===== config.mk =====
export PLATFORM = sky130hd
export DESIGN_NAME = udma_jtag_setup_ctrl
export DESIGN_NICKNAME = d
export VERILOG_FILES = /design/src/rtl/udma_jtag_setup_ctrl.sv
export SDC_FILE = /design/constraint.sdc
export NUM_CORES = 1
export LEC_CHECK = 0
export BUFFER_PORTS_ARGS = -buffer_cell sky130_fd_sc_hd__buf_2
export CORE_MARGIN = 5
export CORE_UTILIZATION = 40
export DETAILED_ROUTE_END_ITERATION = 12
export HOLD_SLACK_MARGIN = 0.1
export SLEW_MARGIN = 20
export SYNTH_ARGS = -nofsm -noshare
export SYNTH_HDL_FRONTEND = slang
export SYNTH_SLANG_ARGS = --single-unit

===== constraint.sdc =====
create_clock -name clk_i -period 5.7 [get_ports clk_i]
set_input_delay 0.57 -clock clk_i [delete_from_list [all_inputs] [get_ports clk_i]]
set_output_delay 0.57 -clock clk_i [all_outputs]
set_load 0.02 [all_outputs]

===== src/rtl/udma_jtag_setup_ctrl.sv =====
`default_nettype none
// ============================================================================
// udma_jtag_setup_ctrl : JTAG setup data register with a four-phase request
// handshake toward the uDMA clock domain. Optional even-parity bit on the
// shift register is compiled in with the JTAG_SETUP_PARITY_EN macro.
// Revision: 1.0
// ============================================================================
module udma_jtag_setup_ctrl #(
    parameter int SETUP_WIDTH = 57,
    parameter int SYNC_STAGES = 2
) (
    input  logic                   clk_i,
    input  logic                   rst_i,
    input  logic                   sel_i,
    input  logic                   capture_dr_i,
    input  logic                   shift_dr_i,
    input  logic                   update_dr_i,
    input  logic                   tdi_i,
    output logic                   tdo_o,
    output logic [SETUP_WIDTH-1:0] setup_value_o,
    output logic                   setup_valid_o,
    input  logic                   setup_ack_i,
    output logic                   busy_o
);

`ifdef JTAG_SETUP_PARITY_EN
    localparam int SW = SETUP_WIDTH + 1;
`else
    localparam int SW = SETUP_WIDTH;
`endif

    typedef enum logic [1:0] {
        IDLE    = 2'd0,
        REQ     = 2'd1,
        WAIT_LO = 2'd2
    } state_t;

    state_t                 state;
    state_t                 state_next;
    logic [SW-1:0]          sr;
    logic [SYNC_STAGES-1:0] ack_sync;
    logic                   ack_s;
    logic                   do_cap;
    logic                   do_shift;
    logic                   do_upd;
    logic                   upd_ok;
    logic                   parity_ok;
    logic                   drop_sticky;
    logic                   perr_sticky;

    // Capture dominates shift, shift dominates update.
    assign do_cap        = sel_i & capture_dr_i;
    assign do_shift      = sel_i & shift_dr_i & ~capture_dr_i;
    assign do_upd        = sel_i & update_dr_i & ~capture_dr_i & ~shift_dr_i;
    assign ack_s         = ack_sync[SYNC_STAGES-1];
    assign busy_o        = (state != IDLE);
    assign setup_valid_o = (state == REQ);
    assign tdo_o         = sr[0];
    assign upd_ok        = do_upd & (state == IDLE) & parity_ok;

`ifdef JTAG_SETUP_PARITY_EN
    // Even parity: the XOR over every bit including the parity bit is zero.
    assign parity_ok = ~(^sr);

    always_ff @(posedge clk_i or posedge rst_i) begin
        if (rst_i) begin
            perr_sticky <= 1'b0;
        end else if (do_cap) begin
            perr_sticky <= 1'b0;
        end else if (do_upd && (state == IDLE) && !parity_ok) begin
            perr_sticky <= 1'b1;
        end
    end
`else
    assign parity_ok   = 1'b1;
    assign perr_sticky = 1'b0;
`endif

    always_ff @(posedge clk_i or posedge rst_i) begin
        if (rst_i) begin
            ack_sync <= '0;
        end else begin
            ack_sync <= {ack_sync[SYNC_STAGES-2:0], setup_ack_i};
        end
    end

    always_ff @(posedge clk_i or posedge rst_i) begin
        if (rst_i) begin
            sr <= '0;
        end else if (do_cap) begin
            sr    <= '0;
            sr[0] <= busy_o;
            sr[1] <= drop_sticky;
            sr[2] <= perr_sticky;
        end else if (do_shift) begin
            sr <= {tdi_i, sr[SW-1:1]};
        end
    end

    // Stickies are sampled into the shift register by capture, so they clear there.
    always_ff @(posedge clk_i or posedge rst_i) begin
        if (rst_i) begin
            drop_sticky <= 1'b0;
        end else if (do_cap) begin
            drop_sticky <= 1'b0;
        end else if (do_upd && (state != IDLE)) begin
            drop_sticky <= 1'b1;
        end
    end

    always_ff @(posedge clk_i or posedge rst_i) begin
        if (rst_i) begin
            setup_value_o <= '0;
        end else if (upd_ok) begin
            setup_value_o <= sr[SETUP_WIDTH-1:0];
        end
    end

    always_ff @(posedge clk_i or posedge rst_i) begin
        if (rst_i) begin
            state <= IDLE;
        end else begin
            state <= state_next;
        end
    end

    always_comb begin
        state_next = state;
        case (state)
            IDLE:    if (upd_ok) state_next = REQ;
            REQ:     if (ack_s)  state_next = WAIT_LO;
            WAIT_LO: if (!ack_s) state_next = IDLE;
            default: state_next = IDLE;
        endcase
    end

endmodule
`default_nettype wire


==> impl_results.md, run 1 <==
- Die area: 0.0140 sq mm
- Post-CTS Setup Repair Bufs: 0
- Area Overhead vs Synth: 21.7%
- Most frequent cells in the layout: 119 x dfrtp_1, 67 x buf_2, 55 x nand2b_1, 55 x nand2_1, 54 x o21ai_0
- CP max FO: 61
- ANT cells: 0
- Synthesized instance count: approximately 380
- Chip width: around 120 um
- VDD IR max: between 200 and 250 uV
- Final Cycle Share: 0.422
- Pwr/cell area: ~350 mW/mm^2
- Worst Hold Class: input port to register
- Slew Limit Fails: 0
- Clock root buffer: clkbuf_16
- Starting DRT DRC Count: ~120
- CTS tree: yes
- # IOs: between 60 and 70
- Area leader, netlist: dfrtp_1
- Unique masters post-synth: 22
- Final wirelength: around 8600 um
- Max-cap violations: 0
- # setup viols final: 0
- Post-DP HPWL: between 5000 and 6000 um
- Placer Congestion: between 0.6 and 0.7
- Post-cts repair resize count: 0
- PortBufs: 67
- GRT Total Usage: 0.130
- Slew of the pin with the lowest slew margin: between 1 and 1.5 ns
- Primary FF master, synth: dfrtp_1
- First drt pass iteration count: 4
- Syn Nets: 390
- Routed WL per cell: 14.2 um
- Worst Setup End Kind: register
- Via count: approximately 2,900
- Fill count: roughly 1,000
- Worst skew pair latency: 0.41 ns
- Commonest non-fill, non-tap cell in the layout: dfrtp_1
- Antenna violations before repair: 0
- Minimum clock period: ~2.4 ns
- Leakage Power: 2.86 nW
- First-pass GRT wire length: about 15,000 um
- Worst EP required: about 6 ns
- Synthesized cell area: about 0.0047 sq mm
- H-Tree Depth: 4
- R2R Setup Slk: 3.98 ns
- Status: completed
- Gr ovfl total: 0
- # clock sinks: roughly 120
- Post-synth EDFFs: 0
- FP Rows: 39
- FF+latch count, synth: about 120
- Num CTS Buffers: 17
- Cells on Worst Hold Path: 1
- Crit path kind: input port to register
- FF+latch area: 0.00298 sq mm
- Clk slew on worst S/H paths: 0.05 ns
- Seq/Total Area, Yosys: 0.632
- Multi-input gate area: between 0.0015 and 0.002 sq mm
- Fin nets: roughly 460
- Worst r2r dst: setup_value_o[14]
- RSZ-0062 raised after global routing: false
- Layout cells sized above 1: 0.315
- Final Hold Fails: 0
- Core area: around 0.011 sq mm
- CTS Buffer Depth: 2
- Detail Route Antenna Nets: 0
- Post-synth ARST share: 1.00
- Hold Slack: 0.272 ns
- Slew HR: 0.317
- Worst reg2reg path startpoint: state[1]
- Min-delay src: setup_ack_i
- Synthesized area per cell: ~12 sq um
- Synth top area share: 0.632
- Crit path DAT: about 2.7 ns
- Die Ht: between 100 and 150 um
- Syn. warnings: 0
- Vias in the first global route: approximately 2,900
- # DRC: 0
- Clk_skew: about 0.0083 ns
- Fin Setup TNS: 0 ns
- Hold-fix buffers, CTS: 0
- F_max: about 0.42 GHz
- Worst Hold Path EP: ack_sync[0]
- Routed vias/inst: 4.83
- Initial Utilization: 0.411
- Top cells by area, synth: dfrtp_1 63%, mux2_2 9.1%, nand2b_1 7.3%
- Worst r2r path cells: 4
- Largest net degree at the start of global routing: 65
- Startpoint Class: input port
state kept, by name (all words and copies together) (netlist names):
name           count
ack_sync           2
sr                57
state              2
setup_value_o     57
drop_sticky        1
per-stage QoR:
stage	power [mW]	instance area, sq um	worst slack [ns]	instances	utilization
finish	2.01	5730	3.29	604	0.500
global route	2.09	5730	3.05	604	0.500
CTS	2.03	5730	3.28	604	0.500
detailed placement	0.971	5130	2.83	572	0.447
global placement	0.968	5130	2.92	572	0.447
floorplan	0.945	4710	1.97	382	-
worst max path at each step:
stage	cells past startpoint	start	end	slack, ns
2_1_floorplan	1	rst_i	ack_sync[0]	1.97
3_3_place_gp	4	capture_dr_i	sr[29]	2.92
3_5_place_dp	4	capture_dr_i	sr[16]	2.83
4_1_cts	4	capture_dr_i	sr[4]	3.28
5_1_grt	4	capture_dr_i	sr[29]	3.05
6_report	4	capture_dr_i	sr[15]	3.29
cells in the mapped netlist (all sizes together), types with 2 or more instances:
library cell,count
a22o,4
buf,13
clkbuf,11
dfrtp,119
inv,2
mux2,57
nand2,55
nand2b,55
nor2b,3
o21ai,56
layout make-up:
class / instances / area share
multi-input combinational: 237 / 0.279
sequential: 119 / 0.520
clock inverter: 13 / 0.0255
inverter: 2 / 0.00175
clock buffer: 19 / 0.0790
timing repair buffer: 71 / 0.0638
tap: 143 / 0.0312
cell families after synthesis:
logic type      Yosys count  share of synthesized area
compound gates           62                     0.0704
xor+xnor                  1                    0.00186
buf+inv                  26                     0.0303
flops                   119                      0.632
mux                      57                      0.136
simple gates            117                      0.129
where the power goes:
group,switching (mW),leakage (nW),internal (mW)
registers,0.00794,1.65,0.857
clock network,0.386,0.279,0.670
logic,0.0589,0.923,0.0285
total,0.453,2.86,1.56
routing by layer:
metal,GRT usage,up-vias,share of wire
li1,-,1408,-
met1,0.172,1428,0.45
met2,0.189,72,0.47
met3,0.0559,10,0.065
met4,0.0517,0,0.015
met5,0,-,0
critical path: stages:
cell and delay (ns):
buf_2 0.37, o21ai_4 0.94, buf_4 0.56, o21ai_0 0.18
No activity file was read; power rests on OpenSTA's default activity.
==> inputs of run 2 (changes only) <==
==> constraint.sdc (replaced) <==
create_clock -name clk_i -period 2.4 [get_ports clk_i]
set_input_delay 0.24 -clock clk_i [delete_from_list [all_inputs] [get_ports clk_i]]
set_output_delay 0.24 -clock clk_i [all_outputs]
set_load 0.02 [all_outputs]
==> impl_results.md, run 2 (same netlist as run 1, synthesis figures left out) <==
- CTS tree: yes
- Via count: 2,919 (+0.034%)
- Die area: 0.0140 sq mm (unchanged)
- # clock sinks: 119 (unchanged)
- Min-delay src: sel_i
- R2R Setup Slk: 0.66 ns (-3.32 ns)
- Slew of the pin with the lowest slew margin: 0.706 ns (-0.314 ns)
- Worst Hold Path EP: drop_sticky
- Routed vias/inst: 4.77 (-1.3%)
- Placer Congestion: 0.728 (+5.6%)
- # IOs: 68 (unchanged)
- Worst r2r dst: setup_value_o[12]
- Fin Setup TNS: 0 ns (unchanged)
- Fin nets: 464 (+1.8%)
- Vias in the first global route: 2,999 (+3.7%)
- GRT Total Usage: 0.134 (+0.00364)
- Antenna violations before repair: 0 (unchanged)
- Clk slew on worst S/H paths: 0.05 ns (about the same)
- # setup viols final: 0 (unchanged)
- Worst EP required: 2.68 ns (-3.28 ns)
- Final wirelength: 8830 um (+3.1%)
- Final Cycle Share: 0.725
- Minimum clock period: between 1.5 and 2 ns
- VDD IR max: 724 uV (+250%)
- Fill count: 999 (+0.40%)
- H-Tree Depth: 4 (unchanged)
- Crit path kind: register to register
- Chip width: 118 um (unchanged)
- # DRC: 0 (unchanged)
- F_max: approximately 0.57 GHz
- Worst r2r path cells: 4 (unchanged)
- Most frequent cells in the layout: 119 x dfrtp_1, 67 x buf_2, 55 x nand2b_1, 55 x nand2_1, 54 x o21ai_0
- CP max FO: 30 (-51%)
- Commonest non-fill, non-tap cell in the layout: dfrtp_1
- Crit path DAT: 2.02 ns (-0.65 ns)
- Largest regs: setup_value_o: 57 flops, sr: 57 flops
- Gr ovfl total: 0 (unchanged)
- Num CTS Buffers: 17 (unchanged)
- CTS Buffer Depth: 2 (unchanged)
- Clock root buffer: clkbuf_16
- FP Rows: 39 (unchanged)
- Worst reg2reg path startpoint: state[1]
- Starting DRT DRC Count: 190 (+54%)
- Initial Utilization: 0.411 (unchanged)
- Clk_skew: 0.00711 ns (-0.00118 ns)
- Leakage Power: 2.88 nW (+0.99%)
- Final Hold Fails: 0 (unchanged)
- Worst Setup End Kind: register
- First-pass GRT wire length: 15,100 um (+3.4%)
- Cells on Worst Hold Path: 2 (+1)
- Core area: 0.0115 sq mm (unchanged)
- Layout cells sized above 1: 0.316 (+0.00103)
- ANT cells: 0 (unchanged)
- Pwr/cell area: 805 mW/mm^2 (+130%)
- Routed WL per cell: 14.4 um (+1.7%)
- Post-DP HPWL: 5760 um (+4.7%)
- Startpoint Class: register
- Slew Limit Fails: 0 (unchanged)
- Area Overhead vs Synth: 23.4%
- Worst Hold Class: input port to register
- Die Ht: 118 um (unchanged)
- Slew HR: 0.528 (+0.211)
- Max-cap violations: 0 (unchanged)
- Worst skew pair latency: 0.41 ns (about the same)
- Status: completed
- Detail Route Antenna Nets: 0 (unchanged)
- RSZ-0062 raised after global routing: false
- First drt pass iteration count: 4 (unchanged)
- PortBufs: 67 (unchanged)
- Largest net degree at the start of global routing: 45 (-31%)
- Final core utilization: 0.507 (+0.00687)
-- run 2: what timing repair did --
item,CTS,global route
hold buffers,3,0
resized for setup,0,0
setup buffers,0,0
hold endpoints to repair,29,0
setup endpoints to repair,0,0
-- run 2: worst max-delay path by stage --
stage                       from           endpoint  slack, ns  depth (start not counted)
global route            state[1]  setup_value_o[15]       0.56                          4
CTS                     state[1]  setup_value_o[12]       0.65                          4
detailed placement  capture_dr_i             sr[19]       0.65                          4
global placement    capture_dr_i             sr[15]       0.69                          4
finish                  state[1]  setup_value_o[12]       0.66                          4
floorplan                  rst_i        ack_sync[0]       0.70                          1
-- run 2: critical path: stages, from the launching register on --
cell and delay, ns:
dfrtp_1 0.40, or2_4 0.29, nor3_4 0.13, buf_4 0.39, mux2_2 0.39
-- run 2: through the flow --
step	total power, mW	cells	cell area [sq um]	setup slack, ns	hold slack [ns]
detailed placement	2.32	577	5210	0.654	0.336
finish	4.68	612	5810	0.659	0.121
floorplan	2.25	382	4710	0.705	0.271
CTS	4.74	612	5810	0.649	0.100
global route	4.86	612	5810	0.562	0.109
global placement	2.32	577	5210	0.694	0.335
-- run 2: layout make-up --
cell class,instances,area [sq um],area share
sequential,119,2980,0.513
multi-input combinational,237,1600,0.275
clock buffer,22,474,0.0816
timing repair buffer,79,470,0.0810
tap,143,179,0.0308
clock inverter,10,97.6,0.0168
inverter,2,11.3,0.00194
-- run 2: report_power, final --
| group | internal [mW] | total, mW | switching (mW) |
|---|---|---|---|
| combinational | 0.0835 | 0.231 | 0.147 |
| clock | 1.50 | 2.39 | 0.887 |
| sequential | 2.04 | 2.05 | 0.0175 |
-- run 2: layer usage --
metal	track usage	vias to the layer above	wire [um]
met3	0.0554	10	490
met4	0.0425	0	93
met5	0	-	0
li1	-	1418	-
met1	0.184	1428	4270
met2	0.194	63	3970
